File: config.mk
export PLATFORM = sky130hd
export DESIGN_NAME = tel_receiver
export DESIGN_NICKNAME = d
export VERILOG_FILES = /design/src/rtl/tel_receiver.sv
export SDC_FILE = /design/constraint.sdc
export NUM_CORES = 1
export LEC_CHECK = 0
export ABC_AREA = 0
export BUFFER_PORTS_ARGS = -buffer_cell sky130_fd_sc_hd__buf_2
export CORE_MARGIN = 2
export CORE_UTILIZATION = 51
export DETAILED_ROUTE_END_ITERATION = 16
export GPL_TIMING_DRIVEN = 0
export MAX_ROUTING_LAYER = met4
export PLACE_DENSITY = 0.88
export SETUP_SLACK_MARGIN = 0.1
export SLEW_MARGIN = 20
export SYNTH_ARGS = -nofsm -noshare
export SYNTH_HDL_FRONTEND = slang
export SYNTH_SLANG_ARGS = --single-unit
File: constraint.sdc
create_clock -name clk -period 5.4 [get_ports clk]
set_input_delay 1.35 -clock clk [delete_from_list [all_inputs] [get_ports clk]]
set_output_delay 1.35 -clock clk [all_outputs]
set_load 0.05 [all_outputs]
File: src/rtl/tel_receiver.sv
// Callee-side phone endpoint: rings on an incoming call, lets the user answer or decline,
// and captures the caller's character stream into an 8-character display buffer.
module tel_receiver #(
  parameter int RING_TIMEOUT   = 10,
  parameter int HOLD_CYCLES    = 10,
  parameter int SUMMARY_CYCLES = 5
) (
  input  logic        clk,
  input  logic        rst,
  input  logic        incomingCall,
  input  logic        callerHangup,
  input  logic        answerCall,
  input  logic        rejectCall,
  input  logic        endCall,
  input  logic        charValid,
  input  logic [7:0]  charIn,
  output logic [63:0] statusMsg,
  output logic [63:0] recvMsg,
  output logic [7:0]  recvCount,
  output logic        accepted,
  output logic        rejected,
  output logic        busy
);

  typedef enum logic [2:0] {
    IDLE, RINGING, MISSED, DECLINED, CONNECTED, SUMMARY
  } state_t;

  localparam logic [7:0]  RING_LAST    = 8'(RING_TIMEOUT - 1);
  localparam logic [7:0]  HOLD_LAST    = 8'(HOLD_CYCLES - 1);
  localparam logic [7:0]  SUMMARY_LAST = 8'(SUMMARY_CYCLES - 1);
  localparam logic [63:0] BLANK        = {8{8'h20}};
  localparam logic [7:0]  DEL          = 8'd127;

  state_t      state, next_state;
  logic [7:0]  counter;
  logic        accept_nxt, reject_nxt;
  logic [63:0] status_nxt;
  logic        printable;

  assign printable = charValid && (charIn >= 8'd32) && (charIn <= 8'd126);

  always_comb begin
    next_state = state;
    accept_nxt = 1'b0;
    reject_nxt = 1'b0;
    case (state)
      IDLE: begin
        if (incomingCall) next_state = RINGING;
      end
      // Caller hangup outranks the local user; decline outranks answer.
      RINGING: begin
        if (callerHangup) begin
          next_state = MISSED;
        end else if (rejectCall) begin
          next_state = DECLINED;
          reject_nxt = 1'b1;
        end else if (answerCall) begin
          next_state = CONNECTED;
          accept_nxt = 1'b1;
        end else if (counter == RING_LAST) begin
          next_state = MISSED;
        end
      end
      MISSED, DECLINED: begin
        if (counter == HOLD_LAST) next_state = IDLE;
      end
      CONNECTED: begin
        if (endCall || callerHangup || (charValid && charIn == DEL)) next_state = SUMMARY;
      end
      SUMMARY: begin
        if (counter == SUMMARY_LAST) next_state = IDLE;
      end
      default: next_state = IDLE;
    endcase
  end

  always_comb begin
    status_nxt = "IDLE    ";
    case (next_state)
      RINGING:   status_nxt = "INCOMING";
      MISSED:    status_nxt = "MISSED  ";
      DECLINED:  status_nxt = "DECLINED";
      CONNECTED: status_nxt = "ON CALL ";
      SUMMARY:   status_nxt = "RECEIVED";
      default:   status_nxt = "IDLE    ";
    endcase
  end

  always_ff @(posedge clk or posedge rst) begin
    if (rst) begin
      state   <= IDLE;
      counter <= 8'd0;
    end else begin
      state <= next_state;
      if (next_state != state) begin
        counter <= 8'd0;
      end else if (state == RINGING || state == MISSED ||
                   state == DECLINED || state == SUMMARY) begin
        counter <= counter + 8'd1;
      end
    end
  end

  // Outputs are registered from next_state so they move on the same edge as the state.
  always_ff @(posedge clk or posedge rst) begin
    if (rst) begin
      statusMsg <= "IDLE    ";
      recvMsg   <= BLANK;
      recvCount <= 8'd0;
      accepted  <= 1'b0;
      rejected  <= 1'b0;
      busy      <= 1'b0;
    end else begin
      statusMsg <= status_nxt;
      accepted  <= accept_nxt;
      rejected  <= reject_nxt;
      busy      <= (next_state != IDLE);
      if (state == IDLE && incomingCall) begin
        recvMsg   <= BLANK;
        recvCount <= 8'd0;
      end else if (state == CONNECTED && printable) begin
        recvMsg <= {recvMsg[55:0], charIn};
        if (recvCount != 8'hFF) recvCount <= recvCount + 8'd1;
      end
    end
  end

endmodule
# Yosys cells after proc, flatten, opt, wreduce, memory -nomap -nowiden
# Cells that the tools add are included.
[op_classes] mux=24 order_cmp=2 add_sub_neg=2 n_reduce_logical=17 eq_ne=15
[op_table] op="one-hot mux 61 bit (5 select lines)" n=1
[op_table] op="2-to-1 mux 64 bit" n=2
[op_table] op="2-to-1 mux 8 bit" n=5
[op_table] op="2-to-1 mux 3 bit" n=8
[op_table] op="adder 8 x 1 -> 8 bit, second input constant" n=2
[op_table] op="one-hot mux 3 bit (5 select lines)" n=1
[op_table] op="== test 3 x 2 -> 1 bit, second input constant" n=4
[op_table] op="== test 3 bit, second input constant" n=4
[op_table] op="== test 8 x 3 -> 1 bit, second input constant" n=1
[op_table] op="== test 8 x 4 -> 1 bit, second input constant" n=1
[op_table] op="== test 8 x 7 -> 1 bit, second input constant" n=1
[op_table] op=">= comparator 8 x 6 -> 1 bit, second input constant" n=1
[op_table] op="less-or-equal comparator 8 x 7 -> 1 bit, second input constant" n=1
[op_table] op="inequality test 8 bit, second input constant" n=1
[op_table] op="2-to-1 mux 1 bit" n=7
[op_table] op="== test 3 x 1 -> 1 bit, second input constant" n=2
[op_table] op="nonzero test 2 bit" n=3
[op_table] op="logical AND 1 bit" n=5
[op_table] op="logical OR 1 bit" n=5
[op_table] op="zero test 3 bit" n=1
[op_table] op="inequality test 3 bit" n=1
[op_table] op="nonzero test 3 bit" n=1
[op_table] op="AND reduction 2 bit" n=1
[op_table] op="OR reduction 2 bit" n=1
[totals] reg_bits=150 inputBits=16

# Longest topological paths before layout
[depth] depth_word=8 ltp_mapped=8 ltp_nobuf=8

# Least setup slack after synthesis
# Ideal clock, no wire load.
[synth_timing] kind="in2reg" from="input charValid" to="register recvMsg[8]" setup_slack_ns=2.617 stages=7 t_arrival_ns=2.705 path_buffers=2 path_cell_list="nand4bb_1 nor3_1 and2_1 buf_2 clkbuf_1 nand2_1 a21oi_1"
[synth_between] elab_chain_len=4
[synth_lines] item="start: declaration" line="15" text="input logic charValid,"
[synth_lines] item="logical AND 1 bit (2 in series)" line="41" text="assign printable = charValid && (charIn >= 8'd32) && (charIn <= 8'd126);"
[synth_lines] item="logical AND 1 bit" line="122" text="end else if (state == CONNECTED && printable) begin"
[synth_lines] item="nonzero test 2 bit (no source line)"
[synth_lines] item="end signal: assignment" line="123" text="recvMsg <= {recvMsg[55:0], charIn};"
[synth_lines] item="end: declaration" line="18" text="output logic [63:0] recvMsg,"
# Every way passes these cells.
# A chain may end at the register's enable or synchronous reset.

# Worst setup path in the final report
[layout_timing] from="input charValid" to="register recvMsg[60]"
# Same word-level chain as after synthesis.

==> summary.txt <==
Outcome
  • Status: completed

Route
  • DR top layer: met4
  • Detailed-route via count: 4048
  • Via/cell ratio: 5.01
  • M1 WL: 4880 um
  • Total wire length: 11400 um
  • Met3 WL: 595 um
  • DRC errors left: 0
  • Antenna Violating Nets Remaining: 0
  • 1st-iter DRT viols: 225
  • Length of routed met2 wiring: 5830 um
  • TritonRoute pass-1 iters: 5
  • WL per Instance: 14.1 um

GRT
  • GRT Resource Usage Total: 0.226
  • First-pass GRT wire length: 18000 um
  • Initial antenna violation count: 0
  • Number of global-route vias before repair: 3749
  • Pin count of the biggest net entering global routing: 60
  • Gr ovfl total: 0

Synthesis
  • Syn Inst Count: 510
  • Top FF cell, synth: dfrtp_1
  • Yosys cell types: 45
  • Synth area leader: dfrtp_1
  • Synth top area cells: dfrtp_1 (49%), nand2_1 (11%), dfstp_2 (8.6%), a21oi_1 (6.7%), buf_4 (5.9%)
  • Fraction of registers with async set/reset: 1.00
  • Post-Syn Area: 0.00487 mm^2
  • Synthesized area per cell: 9.56 um^2
  • Yosys synthesis warning count: 0
  • Synthesis-stage register bit count: 112
  • EDFF count, synth: 0
  • Synth top area share: 0.493
  • Register area share after synthesis: 0.579

Critical path
  • CP Launch Type: input pin
  • Reg-to-Reg End: recvMsg[60]
  • Endpoint class of the critical path: flip-flop
  • Reg2Reg Setup Slack: 2650 ps
  • Crit-path cells: buf_2 -> nand4bb_1 -> nor3_1 -> and2_1 -> buf_2 -> clkbuf_1 -> nand2_1 -> a21oi_1
  • RR Startpoint: state[2]
  • Crit-path slowest cell: nor3_1
  • R2R cell count: 8
  • CP Class: in2reg
  • CP max FO: 10
  • Worst Path Arrival: 3390 ps
  • Max incr delay on CP: 650 ps
  • Top cell by count, worst path: buf_2
  • WP data required: 5680 ps

Floorplan
  • Cell Rows: 35
  • Initial Utilization: 0.528
  • Die area: 0.0104 mm^2
  • Core Region: 0.00924 mm^2
  • Chip width: 102 um
  • Die height: 102 um
  • I/O pin total: 155

STA
  • Fin crit share: 0.576
  • Min Tclk post-route: 3110 ps
  • Sum Neg Setup Slack: 0 ps
  • Clock Skew: 14.0 ps
  • Worst slew margin: 0.260
  • Final setup fails: 0
  • Max Fclk: 0.321 GHz
  • Final hold viol count: 0
  • Slew @ Worst Pin: 1110 ps
  • Final Slew Violations: 0
  • RSZ-0062 raised after global routing: no

Place
  • Buffers added on ports: 134
  • GP Congestion: 0.904
  • HPWL after DPL: 8440 um

Power and ir drop
  • Peak supply drop: 0.000537 V
  • PwrDens: 446 mW/mm^2
  • LEAKAGE: 3.04 nW

Cells and area
  • Ant diodes: 0
  • Final core occ: 0.649
  • Most frequent cells in the layout: nand2_1 (147), buf_2 (136), dfrtp_1 (96)
  • Final nets: 694
  • Area Growth Syn to Fin: 23.1%
  • Commonest non-fill, non-tap cell in the layout: nand2_1
  • Layout cells sized above 1: 0.320

Clock network
  • Cts bufs inserted: 9
  • CTS tree: built
  • CTS Buffer Depth: 2
  • Clock Latency Late Sink: 370 ps
  • CTS Sinks: 112
  • Clock slew at reported path FFs: 120 ps
  • Hold_buf cts: 0
  • Setup bufs post-CTS: 0
  • Root Buffer: clkbuf_8
  • Htree depth: 3
  • Post_cts resized: 0

Worst hold path
  • Min-Delay Path Depth: 2
  • Hold Path Origin: recvMsg[53]
  • Hold path endpoint: recvMsg[61]
  • Min-delay worst type: reg2reg

Run
  • Max-Cap Viols: 0
[report_power, final]
part / switching, W / total, W / leakage [nW] / internal, W
combinational: 0.000884 / 0.00117 / 1.49 / 0.000287
clock: 0.000298 / 0.000477 / 0.0926 / 0.000179
sequential: 0.0000593 / 0.00103 / 1.46 / 0.000970
total: 0.00124 / 0.00268 / 3.04 / 0.00144
[cell usage after synthesis (2+ instances only)]
master,count
a211oi_1,6
a21oi_1,65
and2_1,3
and3_1,5
buf_2,2
buf_4,38
clkbuf_1,23
conb_1,2
dfrtp_1,96
dfstp_2,16
ha_1,4
inv_1,10
mux2i_1,2
nand2_1,147
nand3_1,18
nand3b_1,2
nand4_1,5
nor2_1,16
nor3_1,6
o21ai_0,6
or2_2,2
or3_1,4
xnor2_1,6
xor2_1,5
[sequential cells by signal, indices dropped and copies added, names as in the netlist]
signal	count
counter	8
accepted	1
state	3
busy	1
statusMsg	26
rejected	1
recvCount	8
recvMsg	64
[area by class of cell]
cell class	count	area, um^2
Fill cell	733	3240
Tap cell	129	161
Inverter	11	46.3
Timing Repair Buffer	135	698
Multi-Input combinational cell	341	1690
Clock inverter	6	66.3
Buffer	64	393
Sequential cell	112	2820
Clock buffer	10	128
[cells by family (layout without fill, tap and decap cells)]
family	count (synthesis)	after routing	share of synthesized area
compound gates	87	87	0.103
xor+xnor	11	11	0.0198
fa+ha+maj	4	4	0.0103
buf+inv	75	226	0.0891
flops	112	112	0.579
mux	2	2	0.00411
other cells	2	20	0.00154
simple gates	217	217	0.193
[stage by stage]
stage | cell area (um^2) | power, W | hold slack, ps | std cells | setup WS [ps]
2_1_floorplan | 4940 | 0.00197 | 528 | 528 | 1120
3_3_place_gp | 5770 | 0.00218 | 474 | 791 | 113
3_5_place_dp | 5810 | 0.00222 | 484 | 792 | 1940
4_1_cts | 6000 | 0.00269 | 499 | 808 | 2320
5_1_grt | 6000 | 0.00280 | 521 | 808 | 2140
6_report | 6000 | 0.00268 | 488 | 808 | 2290
[worst max-delay path, delay by kind of cell]
family / cells / cell delay [ps]
compound gates: 1 / 150
simple gates: 4 / 1180
buf+inv: 3 / 710
[worst max-delay path by stage]
stage / start / to / slack (ps) / cells past startpoint
4_1_cts: charValid / recvMsg[55] / 2320 / 8
3_3_place_gp: rst / recvMsg[8] / 110 / 2
6_report: charValid / recvMsg[60] / 2290 / 8
3_5_place_dp: charValid / recvMsg[55] / 1940 / 8
2_1_floorplan: rst / accepted / 1120 / 1
5_1_grt: charValid / recvMsg[2] / 2140 / 8
[layer usage]
layer | GRT usage | vias to the layer above
li1 | - | 1950
met1 | 0.298 | 1951
met2 | 0.368 | 141
met3 | 0.0338 | 6
met4 | 0.0593 | 0
met5 | - | -
Note: power is estimated with default switching activity, not from simulation.
